===== src/rtl/ctrl_pkg.sv =====
// Shared types for the control-path pipeline: decoded bundle, bubble constant, halt FSM states.
package ctrl_pkg;

    localparam int RA_W_DEF = 5;

    typedef struct packed {
        logic                reg_write;
        logic                mem_to_reg;
        logic                mem_write;
        logic [2:0]          mem_size;
        logic [1:0]          alu_srcA;
        logic [1:0]          alu_srcB;
        logic [3:0]          alu_control;
        logic                jump;
        logic                jump_src;
        logic                branch;
        logic                inv_branch;
        logic                alu_src_is_zero;
        logic                hlt;
        logic [RA_W_DEF-1:0] rd;
        logic [RA_W_DEF-1:0] rs1;
        logic [RA_W_DEF-1:0] rs2;
    } ctrl_t;

    // All-zero bundle: a bubble never writes, branches or halts.
    localparam ctrl_t CTRL_NOP = '0;

    typedef enum logic [1:0] {
        RUN    = 2'd0,
        DRAIN  = 2'd1,
        HALTED = 2'd2
    } haltState_t;

endpackage


===== src/rtl/fwd_sel.sv =====
// Forwarding source search for one stage-0 operand: youngest valid producer in stages 1..STAGES-1.
module fwd_sel #(
    parameter int STAGES = 3,
    parameter int RA_W   = 5,
    parameter int FW_W   = $clog2(STAGES)
) (
    input  logic                          en,
    input  logic [STAGES-1:1]             prodValid,
    input  logic [STAGES-1:1][RA_W-1:0]   prodRd,
    input  logic [RA_W-1:0]               srcReg,
    output logic [FW_W-1:0]               sel
);

    // Scan oldest to youngest so the lowest matching stage is the one that sticks.
    always_comb begin
        sel = '0;
        if (en) begin
            for (int k = STAGES - 1; k >= 1; k--) begin
                if (prodValid[k] && (prodRd[k] != '0) && (prodRd[k] == srcReg))
                    sel = FW_W'(k);
            end
        end
    end

endmodule


===== src/rtl/ctrl_pipe.sv =====
// Control-path pipeline after Decode: stage registers, load-use stall, redirect squash,
// operand-forward selection and a halt-drain FSM.
module ctrl_pipe
    import ctrl_pkg::*;
#(
    parameter int STAGES = 3,
    parameter int RA_W   = RA_W_DEF
) (
    input  logic                            clk,
    input  logic                            rst_n,
    input  logic                            d_valid,
    input  ctrl_t                           d_ctrl,
    input  logic                            ext_stall,
    input  logic                            redirect,
    output logic [STAGES-1:0]               st_valid,
    output ctrl_t [STAGES-1:0]              st_ctrl,
    output logic                            stall_fd,
    output logic                            flush_fd,
    output logic [$clog2(STAGES)-1:0]       fwd_a,
    output logic [$clog2(STAGES)-1:0]       fwd_b,
    output logic                            halted
);

    localparam int FW_W = $clog2(STAGES);

    haltState_t state, stateNxt;
    logic       loadUse;
    logic       advance;
    logic       clearAll;
    logic       s0Valid;
    ctrl_t      s0Ctrl;

    logic [STAGES-1:1]           prodValid;
    logic [STAGES-1:1][RA_W-1:0] prodRd;
    logic [1:0][RA_W-1:0]        srcRegs;
    logic [1:0][FW_W-1:0]        fwdSel;

    // A load still too young to forward blocks a dependent instruction in Decode.
    always_comb begin
        loadUse = 1'b0;
        if (d_valid) begin
            for (int k = 0; k <= STAGES - 3; k++) begin
                if (st_valid[k] && st_ctrl[k].mem_to_reg && (st_ctrl[k].rd != '0) &&
                    ((st_ctrl[k].rd == d_ctrl.rs1) || (st_ctrl[k].rd == d_ctrl.rs2)))
                    loadUse = 1'b1;
            end
        end
    end

    // Per-cycle arbitration: freeze, halted, drain, redirect, load-use, normal issue.
    always_comb begin
        stateNxt = state;
        stall_fd = 1'b0;
        flush_fd = 1'b0;
        advance  = 1'b1;
        clearAll = 1'b0;
        s0Valid  = d_valid;
        s0Ctrl   = d_valid ? d_ctrl : CTRL_NOP;
        if (ext_stall) begin
            advance  = 1'b0;
            stall_fd = 1'b1;
        end else begin
            case (state)
                HALTED: begin
                    stall_fd = 1'b1;
                    clearAll = 1'b1;
                end
                DRAIN: begin
                    stall_fd = 1'b1;
                    s0Valid  = 1'b0;
                    s0Ctrl   = CTRL_NOP;
                    if (st_valid[STAGES-1] && st_ctrl[STAGES-1].hlt)
                        stateNxt = HALTED;
                end
                default: begin
                    if (redirect && st_valid[0]) begin
                        flush_fd = 1'b1;
                        s0Valid  = 1'b0;
                        s0Ctrl   = CTRL_NOP;
                    end else if (loadUse) begin
                        stall_fd = 1'b1;
                        s0Valid  = 1'b0;
                        s0Ctrl   = CTRL_NOP;
                    end else if (d_valid && d_ctrl.hlt) begin
                        stateNxt = DRAIN;
                    end
                end
            endcase
        end
    end

    // Halt FSM state register.
    always_ff @(posedge clk or negedge rst_n) begin
        if (!rst_n) state <= RUN;
        else        state <= stateNxt;
    end

    // Stage registers shift one step per non-frozen edge; stage 0 takes Decode or a bubble.
    always_ff @(posedge clk or negedge rst_n) begin
        if (!rst_n) begin
            st_valid <= '0;
            st_ctrl  <= '0;
        end else if (clearAll) begin
            st_valid <= '0;
            st_ctrl  <= '0;
        end else if (advance) begin
            st_valid <= {st_valid[STAGES-2:0], s0Valid};
            st_ctrl  <= {st_ctrl[STAGES-2:0], s0Ctrl};
        end
    end

    // Producer view of stages 1..STAGES-1 for the forwarding search.
    generate
        for (genvar k = 1; k < STAGES; k++) begin : gProd
            assign prodValid[k] = st_valid[k] && st_ctrl[k].reg_write;
            assign prodRd[k]    = st_ctrl[k].rd;
        end
    endgenerate

    assign srcRegs[0] = st_ctrl[0].rs1;
    assign srcRegs[1] = st_ctrl[0].rs2;

    // One search per source operand.
    generate
        for (genvar g = 0; g < 2; g++) begin : gFwd
            fwd_sel #(.STAGES(STAGES), .RA_W(RA_W), .FW_W(FW_W)) uSel (
                .en        (st_valid[0]),
                .prodValid (prodValid),
                .prodRd    (prodRd),
                .srcReg    (srcRegs[g]),
                .sel       (fwdSel[g])
            );
        end
    endgenerate

    assign fwd_a  = fwdSel[0];
    assign fwd_b  = fwdSel[1];
    assign halted = (state == HALTED);

endmodule


===== config.mk =====
export PLATFORM = sky130hd
export DESIGN_NAME = ctrl_pipe
export DESIGN_NICKNAME = d
export VERILOG_FILES = /design/src/rtl/ctrl_pkg.sv /design/src/rtl/fwd_sel.sv /design/src/rtl/ctrl_pipe.sv
export SDC_FILE = /design/constraint.sdc
export NUM_CORES = 1
export LEC_CHECK = 0
export BUFFER_PORTS_ARGS = -buffer_cell sky130_fd_sc_hd__buf_4
export CELL_PAD_IN_SITES_DETAIL_PLACEMENT = 1
export CELL_PAD_IN_SITES_GLOBAL_PLACEMENT = 1
export CORE_MARGIN = 5
export CORE_UTILIZATION = 39
export DETAILED_ROUTE_END_ITERATION = 10
export GPL_TIMING_DRIVEN = 0
export HOLD_SLACK_MARGIN = 0.12
export PLACE_DENSITY_LB_ADDON = 0.1
export SLEW_MARGIN = 20
export SYNTH_ARGS = -nofsm -noshare
export SYNTH_HDL_FRONTEND = slang
export SYNTH_HIERARCHICAL = 1
export SYNTH_SLANG_ARGS = --single-unit
export TNS_END_PERCENT = 30

===== constraint.sdc =====
create_clock -name clk -period 2.4 [get_ports clk]
set_clock_uncertainty 0.2 [all_clocks]
set_input_delay 0.48 -clock clk [delete_from_list [all_inputs] [get_ports clk]]
set_output_delay 0.48 -clock clk [all_outputs]
set_load 0.05 [all_outputs]

==> results of run 1 <==
==> worst max-delay path, delay by kind of cell (launching register included) <==
| family | cells | cell delay [ns] |
|---|---|---|
| flip-flops | 1 | 0.45 |
| buffers and inverters | 1 | 0.15 |
| AO/OA/AOI/OAI | 1 | 0.16 |
| AND/OR/NAND/NOR | 3 | 0.74 |
==> through the flow <==
step                cell area, sq um  util [%]   TNS, ns  hold WS, ns  worst slack, ns
global placement                5810      51.5    -0.114        0.293           -0.114
global route                    6370      56.5     -1.77        0.126           -0.193
finish                          6370      56.5    -0.369        0.137           -0.121
detailed placement              5810      51.6    -0.123        0.300           -0.123
CTS                             6250      55.5    -0.522        0.132           -0.175
floorplan                       4470         -  -0.00576      -0.0156         -0.00576
==> cell usage in the layout, fill, tap and decap left out, types with 4 or more instances in the layout <==
| cell type | n |
|---|---|
| sky130_fd_sc_hd__buf_4 | 161 |
| sky130_fd_sc_hd__dfrtp_1 | 95 |
| sky130_fd_sc_hd__a22o_1 | 81 |
| sky130_fd_sc_hd__a22o_2 | 25 |
| sky130_fd_sc_hd__xnor2_1 | 20 |
| sky130_fd_sc_hd__clkbuf_1 | 19 |
| sky130_fd_sc_hd__dfrtp_2 | 15 |
| sky130_fd_sc_hd__clkbuf_16 | 9 |
| sky130_fd_sc_hd__buf_6 | 7 |
| sky130_fd_sc_hd__xor2_1 | 6 |
| sky130_fd_sc_hd__nand2_1 | 5 |
| sky130_fd_sc_hd__nor2_1 | 5 |
| sky130_fd_sc_hd__inv_1 | 4 |
| sky130_fd_sc_hd__nand3_1 | 4 |
| sky130_fd_sc_hd__buf_1 | 4 |
| sky130_fd_sc_hd__nor4_4 | 4 |
==> power groups by stage <==
stage	Sequential, mW	Combinational (mW)	Clock [mW]
detailed placement	1.89	0.185	0
global route	1.85	0.207	1.72
finish	1.85	0.186	1.60
floorplan	1.89	0.0559	0
CTS	1.85	0.188	1.63
global placement	1.89	0.180	0
==> what timing repair did <==
action | CTS | global route
gates resized for setup | 19 | 15
pin swaps | 8 | 5
hold buffers | 1 | 0
endpoints found under the setup margin | 6 | 6
endpoints found under the hold margin | 3 | 0
setup buffers | 8 | 6
==> how the worst min path moves through the flow <==
stage                  from           end  slack (ns)  cells after the start
3_3_place_gp   st_ctrl[101]  st_ctrl[101]        0.29                      1
2_1_floorplan         rst_n    st_ctrl[0]       -0.02                      0
4_1_cts          d_ctrl[28]   st_ctrl[28]        0.13                      2
6_report         d_ctrl[33]   st_ctrl[33]        0.14                      2
3_5_place_dp    st_ctrl[90]   st_ctrl[90]        0.30                      1
5_1_grt          d_ctrl[26]   st_ctrl[26]        0.13                      2
==> state kept, by name, summed over array words and instances, names as in the netlist <==
name	flops
state	2
st_valid	3
st_ctrl	105
==> cells by family (layout without fill, tap and decap cells) <==
logic type               after synthesis  after routing  synth area share [%]
adder cells (fa/ha/maj)                2              2                 0.564
XOR/XNOR                              26             26                  5.13
buffers and inverters                 27            212                  2.79
AO/OA/AOI/OAI                        121            121                  24.5
AND/OR/NAND/NOR                       36             36                  4.99
flip-flops                           110            110                  62.1
==> layer usage <==
metal,global-route usage [%],part of all wire [%]
met4,7.34,1.1
met2,35.4,50
met3,6.32,6.2
met5,0,0
met1,27.9,43
==> cell type report <==
| type | instances | area, sq um | area share, % |
|---|---|---|---|
| clock inverter | 3 | 67.6 | 1.06 |
| multi-input combinational | 185 | 1670 | 26.2 |
| timing repair buffer | 169 | 1310 | 20.5 |
| buffer | 23 | 109 | 1.71 |
| clock buffer | 13 | 250 | 3.93 |
| sequential | 110 | 2770 | 43.5 |
| tap | 143 | 179 | 2.81 |
| inverter | 4 | 15.0 | 0.236 |
==> metrics list, run 1 <==
* IO Pins: 155
- Delay of the slowest cell on the worst path: 0.45 ns
- The flow ran to the end, but the final reports show violations.
- Asr flop ratio synth: 100%
- Number of buffers between clock root and the deepest sink: 2
- Yosys mapped the design onto 34 distinct sky130hd cell types.
* Global-route wire length before repair: 22200 microns
- Clock tree synthesis found a total of 110 sinks.
- The worst path uses 105% of the clock period.
* Failing checks: negative setup slack
- The first TritonRoute pass finished after 4 iterations.
- Counting I/O delays and the setup requirement, the final critical path takes 2.52 ns.
- Required time at the endpoint of the critical path: 1.72 ns
- The detailed router placed 3582 vias in this run.
- The mapped netlist covers 4440 sq um.
- Compared with the post-synthesis result, the final layout area differs by 43.6%.
* FF-to-FF End: st_ctrl[34]
- Setup repair after global routing could not meet its margin everywhere.
* Last element of the critical path: fwd_a[0]
- Remaining DRCs: 0
- Die boundary height: 117 microns
- Rel. slew slack: 41.0%
- In the post-synthesis netlist, the cell with the most instances is sky130_fd_sc_hd__dfrtp_1.
* Part of the total power dissipated in the clock network: 44.0%
* Largest net degree at the start of global routing: 111
- Beginning of the critical path: st_ctrl[49]
- Clock H-tree levels: 3
- Sorting the synthesized cells by how often they occur yields sky130_fd_sc_hd__dfrtp_1 (110), sky130_fd_sc_hd__a22o_1 (81), sky130_fd_sc_hd__a22o_2 (26), sky130_fd_sc_hd__xnor2_1 (20), sky130_fd_sc_hd__clkbuf_1 (16).
- Count of nets after finishing: 544
* Switching Share: 21.4%
- The Yosys step of the flow raised 6 warnings.
- STA puts the critical path data arrival time at 1.84 ns.
* Worst Path Class, Setup: reg -> out
* Number of endpoints with negative hold slack in the final report: 0
* Antenna diodes: 0
* Final count of negative-setup-slack endpoints: 5
- Buffer type at the clock tree root: sky130_fd_sc_hd__clkbuf_16
- Comb pwr share: 5.1%
- Kind of launch point of the worst setup path: register
- Row Count: 39
- The core region is 11300 sq um.
- Total wire length: 14300 microns
- The initial antenna violation count was 0.
- Register-to-Register Path Depth: 7
- The detailed router finished its first iteration with 151 violations.
- Top-area cell type share of the netlist area: 62.1%
* Largest fanout on the critical path: 7
* Share of cells above drive strength 1: 48.7%
- The total overflow left after global routing is 0.
- The design draws 3.64 mW.
- Cell types with the largest area share after synthesis: sky130_fd_sc_hd__dfrtp_1 (62%), sky130_fd_sc_hd__a22o_1 (16%), sky130_fd_sc_hd__a22o_2 (5.9%), sky130_fd_sc_hd__xnor2_1 (3.9%), sky130_fd_sc_hd__clkbuf_1 (1.4%)
- Global routing usage summed across all routing layers: 21.7%
* # fillers: 1169
- The total count of max-transition violations in the final report came to 0.
- Setup slack on the critical path of the routed design comes to -0.121 ns.
* Ys flop type: sky130_fd_sc_hd__dfrtp_1
* Power per cell area: 571 nW/um^2
- Starting density of the core: 39.3%
- Clock buffer count from CTS: 9
* Slew at the pin with the worst max-slew slack: 0.886 ns
- FF+latch count, synth: 110
- Number of flops mapped to enable cells by yosys: 0
- Critical path cell sequence: or2_2 > o21ai_2 > and4_4 > and2_2 > buf_6
- The internal portion of the total power is 2.86 mW.
- Dividing the synthesized area by the synthesized cell count gives 13.8 sq um.
- TritonCTS clock tree: done
- CTS clk-pin slew, worst paths: 0.07 ns
* Net count after synthesis: 364
- Post-layout instance count excluding filler cells: 650
- Once detail routing completed, the nets flagged for antenna violations numbered 0.
- The number of global-route vias before repair was 3988.
* Number of I/O port buffers: 154
- VDD sags by at most 0.353 mV.
- # Max-Cap Violations: 0
* Proportion of power drawn by flip-flops and latches: 50.9%
- Highest attainable clock frequency: 0.397 GHz
- Reg2reg setup slack: 0.04 ns
* Total half-perimeter wirelength after legalization and detailed placement: 10100 microns
* Routed WL per cell: 22.0 microns
* Leakage Power: 3.23 nW
- Die Span X: 117 microns
- Cell type contributing the most total cell area after synthesis: sky130_fd_sc_hd__dfrtp_1
- Clock latency on the worst-skew pair, taken at its later pin, is 0.35 ns.
- Counting tap cells, the placed design contains a total of 619 instances.
- Cells after synthesis: 322
* Routability congestion estimate: 0.787
- The min-delay analysis places its worst path in the category in -> reg.
- Worst path slowest cell: sky130_fd_sc_hd__dfrtp_2
- The die covers 13600 sq um.
- Net switching power of the design: 779 uW
- Share of the yosys chip area belonging to registers: 62.1%
- STA classifies the critical path endpoint as an output pin.
- Worst reg2reg startpoint: st_ctrl[11]
- Via density per instance: 5.51
No activity file was read; power rests on OpenSTA's default activity.
==> run 2, diff against run 1 <==
--- a/config.mk
+++ b/config.mk
@@ -9,7 +9,7 @@
 export CELL_PAD_IN_SITES_DETAIL_PLACEMENT = 1
 export CELL_PAD_IN_SITES_GLOBAL_PLACEMENT = 1
 export CORE_MARGIN = 5
-export CORE_UTILIZATION = 39
+export CORE_UTILIZATION = 42
 export DETAILED_ROUTE_END_ITERATION = 10
 export GPL_TIMING_DRIVEN = 0
 export HOLD_SLACK_MARGIN = 0.12
==> constraint.sdc (replaced) <==
create_clock -name clk -period 3 [get_ports clk]
set_clock_uncertainty 0.2 [all_clocks]
set_input_delay 0.6 -clock clk [delete_from_list [all_inputs] [get_ports clk]]
set_output_delay 0.6 -clock clk [all_outputs]
set_load 0.05 [all_outputs]
==> metrics list, run 2 (same netlist as run 1, synthesis figures left out) <==
* Global routing usage summed across all routing layers: 21.8%
- Number of endpoints with negative hold slack in the final report: 0
- At the end of the flow, the number of nets in the layout was 529.
* Number of antenna violations at the first check in global routing: 0
- The library cell used most frequently in the layout, excluding fill and tap cells, is sky130_fd_sc_hd__buf_4.
- Row Count: 37
- Static timing analysis puts the maximum clock frequency at 0.351 GHz.
- # Max-Cap Violations: 0
* Slew at the pin with the worst max-slew slack: 0.873 ns
- Antenna violation net count after detailed routing: 0
- Met2 wirelength from detailed routing: 6950 microns
* Leading cell types in the layout, fill and taps excluded: sky130_fd_sc_hd__buf_4 (153), sky130_fd_sc_hd__dfrtp_1 (109), sky130_fd_sc_hd__a22o_1 (81), sky130_fd_sc_hd__a22o_2 (26), sky130_fd_sc_hd__xnor2_1 (20)
- The die covers 12700 sq um.
- Walking the worst path, the cells encountered are nor4_2 > o21ai_1 > and4_1 > nor4_2 > buf_4.
- Counting the buffers created by CTS gives 9.
- Die Span X: 113 microns
* Final count of negative-setup-slack endpoints: 0
- After detailed routing, the wire length on met1 is 5660 microns.
- The routed layout has 3492 vias.
- The repair_antennas step left the layout with diodes totalling 0.
* Flip-flop count of the largest register after layout: 105
- Largest regs: st_ctrl: 105 flops, st_valid: 3 flops, state: 2 flops
- Setup slack on the worst reg-to-reg path comes out at 0.78 ns.
- The routed design uses 877 microns of met3 wire.
- Global-route wire length before repair: 21700 microns
- Once detailed placement completed, the half-perimeter wirelength came to 10100 microns.
* Largest fanout on the critical path: 7
- Core outline area: 10300 sq um
- After routing, the total negative slack on setup checks comes to 0 ns.
- # fillers: 1105
- Power per cell area: 428 nW/um^2
- At the end of routability-driven placement, the weighted congestion stood at 0.797.
- Clock H-tree levels: 3
* IO Pins: 155
- Cells with a size suffix above 1 make up 42.9% of the layout.
* Total wire length: 13700 microns
- The clock reaches the later pin of the worst-skew pair after 0.37 ns.
- Signal routing reaches up to met4.
- The slowest stage of the critical path belongs to the cell sky130_fd_sc_hd__dfrtp_1.
- Setup repair after global routing left no endpoint under its margin.
- The flow ran to the end, and the final reports show no timing, DRC or antenna violations.
- The worst setup path is captured at an output pin.
- STA classifies the critical path startpoint as a register.
* CTS sink cnt: 110
- Data arrives at the worst endpoint at 2.05 ns.
* Peak supply drop: 0.237 mV
* DR pass1 iterations: 4
- Vias in the first global route: 3960
- Delay of the slowest cell on the worst path: 0.50 ns
* Remaining DRCs: 0
* Required time at the endpoint of the critical path: 2.20 ns
- The number of hold buffers added after CTS was 0.
* Via density per instance: 5.56
* Worst reg2reg startpoint: st_ctrl[10]
- Dividing the detail-routed wire length by the instance count gives 21.8 microns.
- Buffer type at the clock tree root: sky130_fd_sc_hd__clkbuf_8
- TritonCTS built the clock tree.
* Design area: 5980 sq um
- CTS clk-pin slew, worst paths: 0.11 ns
* Die boundary height: 113 microns
- Fin util: 57.9%
* Leakage Power: 3.10 nW
- Input and output buffers added on the ports amount to 154.
* Pins over their slew limit: 0
- The worst setup path is of the reg -> out kind.
- The critical path starts at st_ctrl[46].
- Final Critical Period: 2.85 ns
* Largest net degree at the start of global routing: 111
- Counting stages on the worst path, the most repeated cell is sky130_fd_sc_hd__nor4_2.
* Number of buffers between clock root and the deepest sink: 2
- Remaining global-route overflow: 0
- Counting flops per register, the top entry is st_ctrl.
- Final worst path period share: 94.9%
- Hold/Removal Path Class: in -> async
- Together, buffers and inverters on the worst path number 1.
- For this configuration, the core starts out at a cell density of 43.0%.
* Rel. slew slack: 41.8%
* Count of routing violations after the opening detailed-route iteration: 134
* Family of cells with the greatest summed delay on the critical path: simple AND/OR/NAND/NOR gates
- Relative to the synthesized area, the layout overhead comes to 34.9%.
- DP Area: 5770 sq um
run 2: routing by layer:
layer	GRT usage, %	vias up
li1	-	1558
met1	27.9	1798
met2	37.3	119
met3	4.55	17
met4	6.41	0
met5	0	-
run 2: worst register-to-register path, cell delays in order (launching register included):
cell	delay, ns
sky130_fd_sc_hd__dfrtp_1	0.48
sky130_fd_sc_hd__or3_1	0.41
sky130_fd_sc_hd__o311a_1	0.35
sky130_fd_sc_hd__a21oi_4	0.34
sky130_fd_sc_hd__buf_6	0.21
sky130_fd_sc_hd__a22o_2	0.16
run 2: final cells by class:
type	instances	area, sq um	share of cell area, %
Sequential cell	110	2750	46.0
Multi-Input combinational cell	185	1570	26.2
Timing Repair Buffer	154	1160	19.4
Tap cell	136	170	2.84
Clock buffer	11	141	2.36
Buffer	23	109	1.82
Clock inverter	5	65.1	1.09
Inverter	4	15.0	0.251
run 2: worst paths after layout:
kind                       cells past startpoint           to
hold / removal                                 1  st_ctrl[38]
min in group clk                               2  st_ctrl[10]
max in group asynchronous                      1  st_ctrl[45]
hold reg to reg                                1  st_ctrl[75]
setup reg to reg                               5  st_ctrl[32]
setup / recovery                               5     fwd_b[1]
run 2: where the power goes:
group | internal (mW) | switching [mW] | leakage, nW | total (mW)
combinational | 0.0474 | 0.0967 | 1.46 | 0.144
clock | 0.419 | 0.516 | 0.105 | 0.936
sequential | 1.48 | 0 | 1.53 | 1.48
total | 1.95 | 0.613 | 3.10 | 2.56
run 2: timing repair:
action | CTS | global route
gates resized for setup | 0 | 2
setup buffers | 0 | 0
endpoints found under the setup margin | 0 | 2
run 2: through the flow:
stage / setup slack [ns] / cells / power, mW / hold WS, ns
detailed placement: 0.295 / 612 / 1.66 / 0.300
finish: 0.154 / 628 / 2.56 / 0.121
global placement: 0.307 / 612 / 1.65 / 0.294
global route: 0.0176 / 628 / 2.66 / 0.215
floorplan: 0.00228 / 322 / 1.56 / 0.104
CTS: 0.0498 / 628 / 2.58 / 0.195
==> run 3, diff against run 2 <==
==> constraint.sdc (replaced) <==
create_clock -name clk -period 3 [get_ports clk]
set_clock_uncertainty 0.2 [all_clocks]
set_input_delay 0.45 -clock clk [delete_from_list [all_inputs] [get_ports clk]]
set_output_delay 0.45 -clock clk [all_outputs]
set_load 0.05 [all_outputs]
==> metrics list, run 3 (same netlist as run 1, synthesis figures left out) <==
* Top reg by flops: st_ctrl
* # Max-Cap Violations: 0
- Clock buffer count from CTS: 9
* Hold Path Cell Cnt: 2
* IO Pins: 155
* Outcome: finished, final reports clean
* Required time at the endpoint of the critical path: 2.35 ns
- The later pin in the worst-skew pair is clocked with a latency of 0.38 ns.
* Die Area: 12700 sq um
- The clock drives 110 sinks.
- The root buffer cell chosen for the clock tree is sky130_fd_sc_hd__clkbuf_8.
- Die Span X: 113 microns
- The min-delay analysis places its worst path in the category in -> reg.
- Summed over all layers, the routed wires come to 14700 microns.
- The first global-routing pass estimated 23300 microns of wire.
- Number of antenna violations at the first check in global routing: 0
- The worst register-to-register path ends at st_ctrl[99].
- At the end of routability-driven placement, the weighted congestion stood at 0.797.
* Highest attainable clock frequency: 0.347 GHz
- Worst reg2reg startpoint: state[0]
* Rel. slew slack: 42.1%
* Number of I/O port buffers: 154
- Starting density of the core: 43.0%
* Via density per instance: 5.50
- After layout, the minimum clock period comes to 2.88 ns.
* Kind of end point of the critical path: output pin
- TritonCTS built the clock tree.
- Reg2reg setup slack: 0.74 ns
- The total count of max-transition violations in the final report came to 0.
* Post-Place Setup Slack: 0.595 ns
- Vias in the first global route: 4140
* Largest net degree at the start of global routing: 111
* Final worst path period share: 96.0%
* Core outline area: 10300 sq um
* Flip-flop count of the largest register after layout: 105
* Final TNS setup: 0 ns
* Leakage Power: 3.25 nW
- Clock H-tree levels: 3
* Remaining DRCs: 0
- The die is 113 microns tall.
* Largest regs: st_ctrl: 105 flops, st_valid: 3 flops, state: 2 flops
* Remaining global-route overflow: 0
- Number of endpoints with negative hold slack in the final report: 0
* Leading cell types in the layout, fill and taps excluded: sky130_fd_sc_hd__buf_4 (153), sky130_fd_sc_hd__dfrtp_1 (110), sky130_fd_sc_hd__a22o_1 (81), sky130_fd_sc_hd__dlygate4sd3_1 (35), sky130_fd_sc_hd__a22o_2 (26)
- In this run the power density over the cells is 412 nW/um^2.
* Share of cells above drive strength 1: 39.8%
- Count of routing violations after the opening detailed-route iteration: 145
- Data arrival at the endpoint of the critical path: 2.23 ns
- Setup slack closes at 0.120 ns.
* Via count: 3645
* Global routing usage summed across all routing layers: 23.4%
* CTS clk-pin slew, worst paths: 0.10 ns
* Setup repair after global routing missed its margin: false
* Peak supply drop: 0.239 mV
- The repair_antennas step left the layout with diodes totalling 0.
- Worst hold path endpoint: st_ctrl[0]
- Dividing the detail-routed wire length by the instance count gives 22.2 microns.
- Leaving out fill and tap cells, the most frequent cell in the layout is sky130_fd_sc_hd__buf_4.
- DR pass1 iterations: 4
* Worst min-delay path startpoint: d_ctrl[0]
- Along the worst path, the maximum fanout reaches 3.
- Register-to-Register Path Depth: 6
- Fill cells in the final layout number 1069.
- Row generation in the floorplan step produced 37 rows.
- Compared with the post-synthesis result, the final layout area differs by 42.7%.
- The count of nets left with antenna violations once routing finished came out at 0.
- Slew at the pin with the worst max-slew slack: 0.869 ns
- Number of buffers between clock root and the deepest sink: 2
- Final count of negative-setup-slack endpoints: 0
* Count of nets after finishing: 564
- The worst setup path is of the in -> out kind.
- The HPWL after detailed placement is 10100 microns.
- Kind of launch point of the worst setup path: input port
## run 3: worst max-delay path by stage
| stage | start | to | slack [ns] | cells past startpoint |
|---|---|---|---|---|
| global placement | d_ctrl[9] | stall_fd | 0.61 | 7 |
| global route | d_ctrl[7] | stall_fd | 0.05 | 8 |
| CTS | d_ctrl[4] | stall_fd | 0.02 | 8 |
| finish | d_ctrl[7] | stall_fd | 0.12 | 8 |
| detailed placement | d_ctrl[9] | stall_fd | 0.59 | 7 |
| floorplan | st_ctrl[45] | fwd_a[1] | 0.15 | 4 |
## run 3: critical path, cell delays in order
cell and delay, ns:
sky130_fd_sc_hd__dlygate4sd3_1 0.54, sky130_fd_sc_hd__buf_4 0.14, sky130_fd_sc_hd__xnor2_1 0.16, sky130_fd_sc_hd__nand3_1 0.13, sky130_fd_sc_hd__o22ai_2 0.27, sky130_fd_sc_hd__nand2_1 0.14, sky130_fd_sc_hd__o21ai_1 0.17, sky130_fd_sc_hd__buf_4 0.22
## run 3: routing by layer
layer | global-route usage (%) | vias to the layer above | wire length, microns
li1 | - | 1628 | -
met1 | 29.9 | 1871 | 6040
met4 | 6.65 | 0 | 232
met3 | 4.33 | 18 | 935
met5 | 0 | - | 0
met2 | 40.6 | 128 | 7510
## run 3: final cells by class
cell class                 count  area, sq um  share of cell area, %
inverter                       4         15.0                  0.237
sequential                   110         2750                   43.5
buffer                        23          109                   1.72
multi-input combinational    185         1570                   24.7
tap                          136          170                   2.69
clock inverter                 5         65.1                   1.03
clock buffer                  11          141                   2.23
timing repair buffer         189         1510                   23.9
## run 3: report_power, final
part	internal (mW)	total (mW)	leakage [nW]	switching, mW
registers	1.48	1.48	1.53	0
clock network	0.419	0.940	0.105	0.521
logic	0.0772	0.185	1.61	0.107
## run 3: timing repair
item	4_1_cts	5_1_grt
setup endpoints to repair	0	1
buffers inserted	0	0
hold buffers	35	0
gates resized for setup	0	1
endpoints found under the hold margin	144	0
## run 3: metrics by stage
| stage | std cells | cell area (sq um) | util [%] | hold WS (ns) | total power, mW |
|---|---|---|---|---|---|
| finish | 663 | 6330 | 61.3 | 0.144 | 2.61 |
| detailed placement | 612 | 5770 | 55.8 | 0.300 | 1.66 |
| global route | 663 | 6330 | 61.3 | 0.134 | 2.71 |
| floorplan | 322 | 4440 | - | -0.0456 | 1.56 |
| CTS | 663 | 6320 | 61.2 | 0.132 | 2.62 |
| global placement | 612 | 5760 | 55.8 | 0.294 | 1.65 |
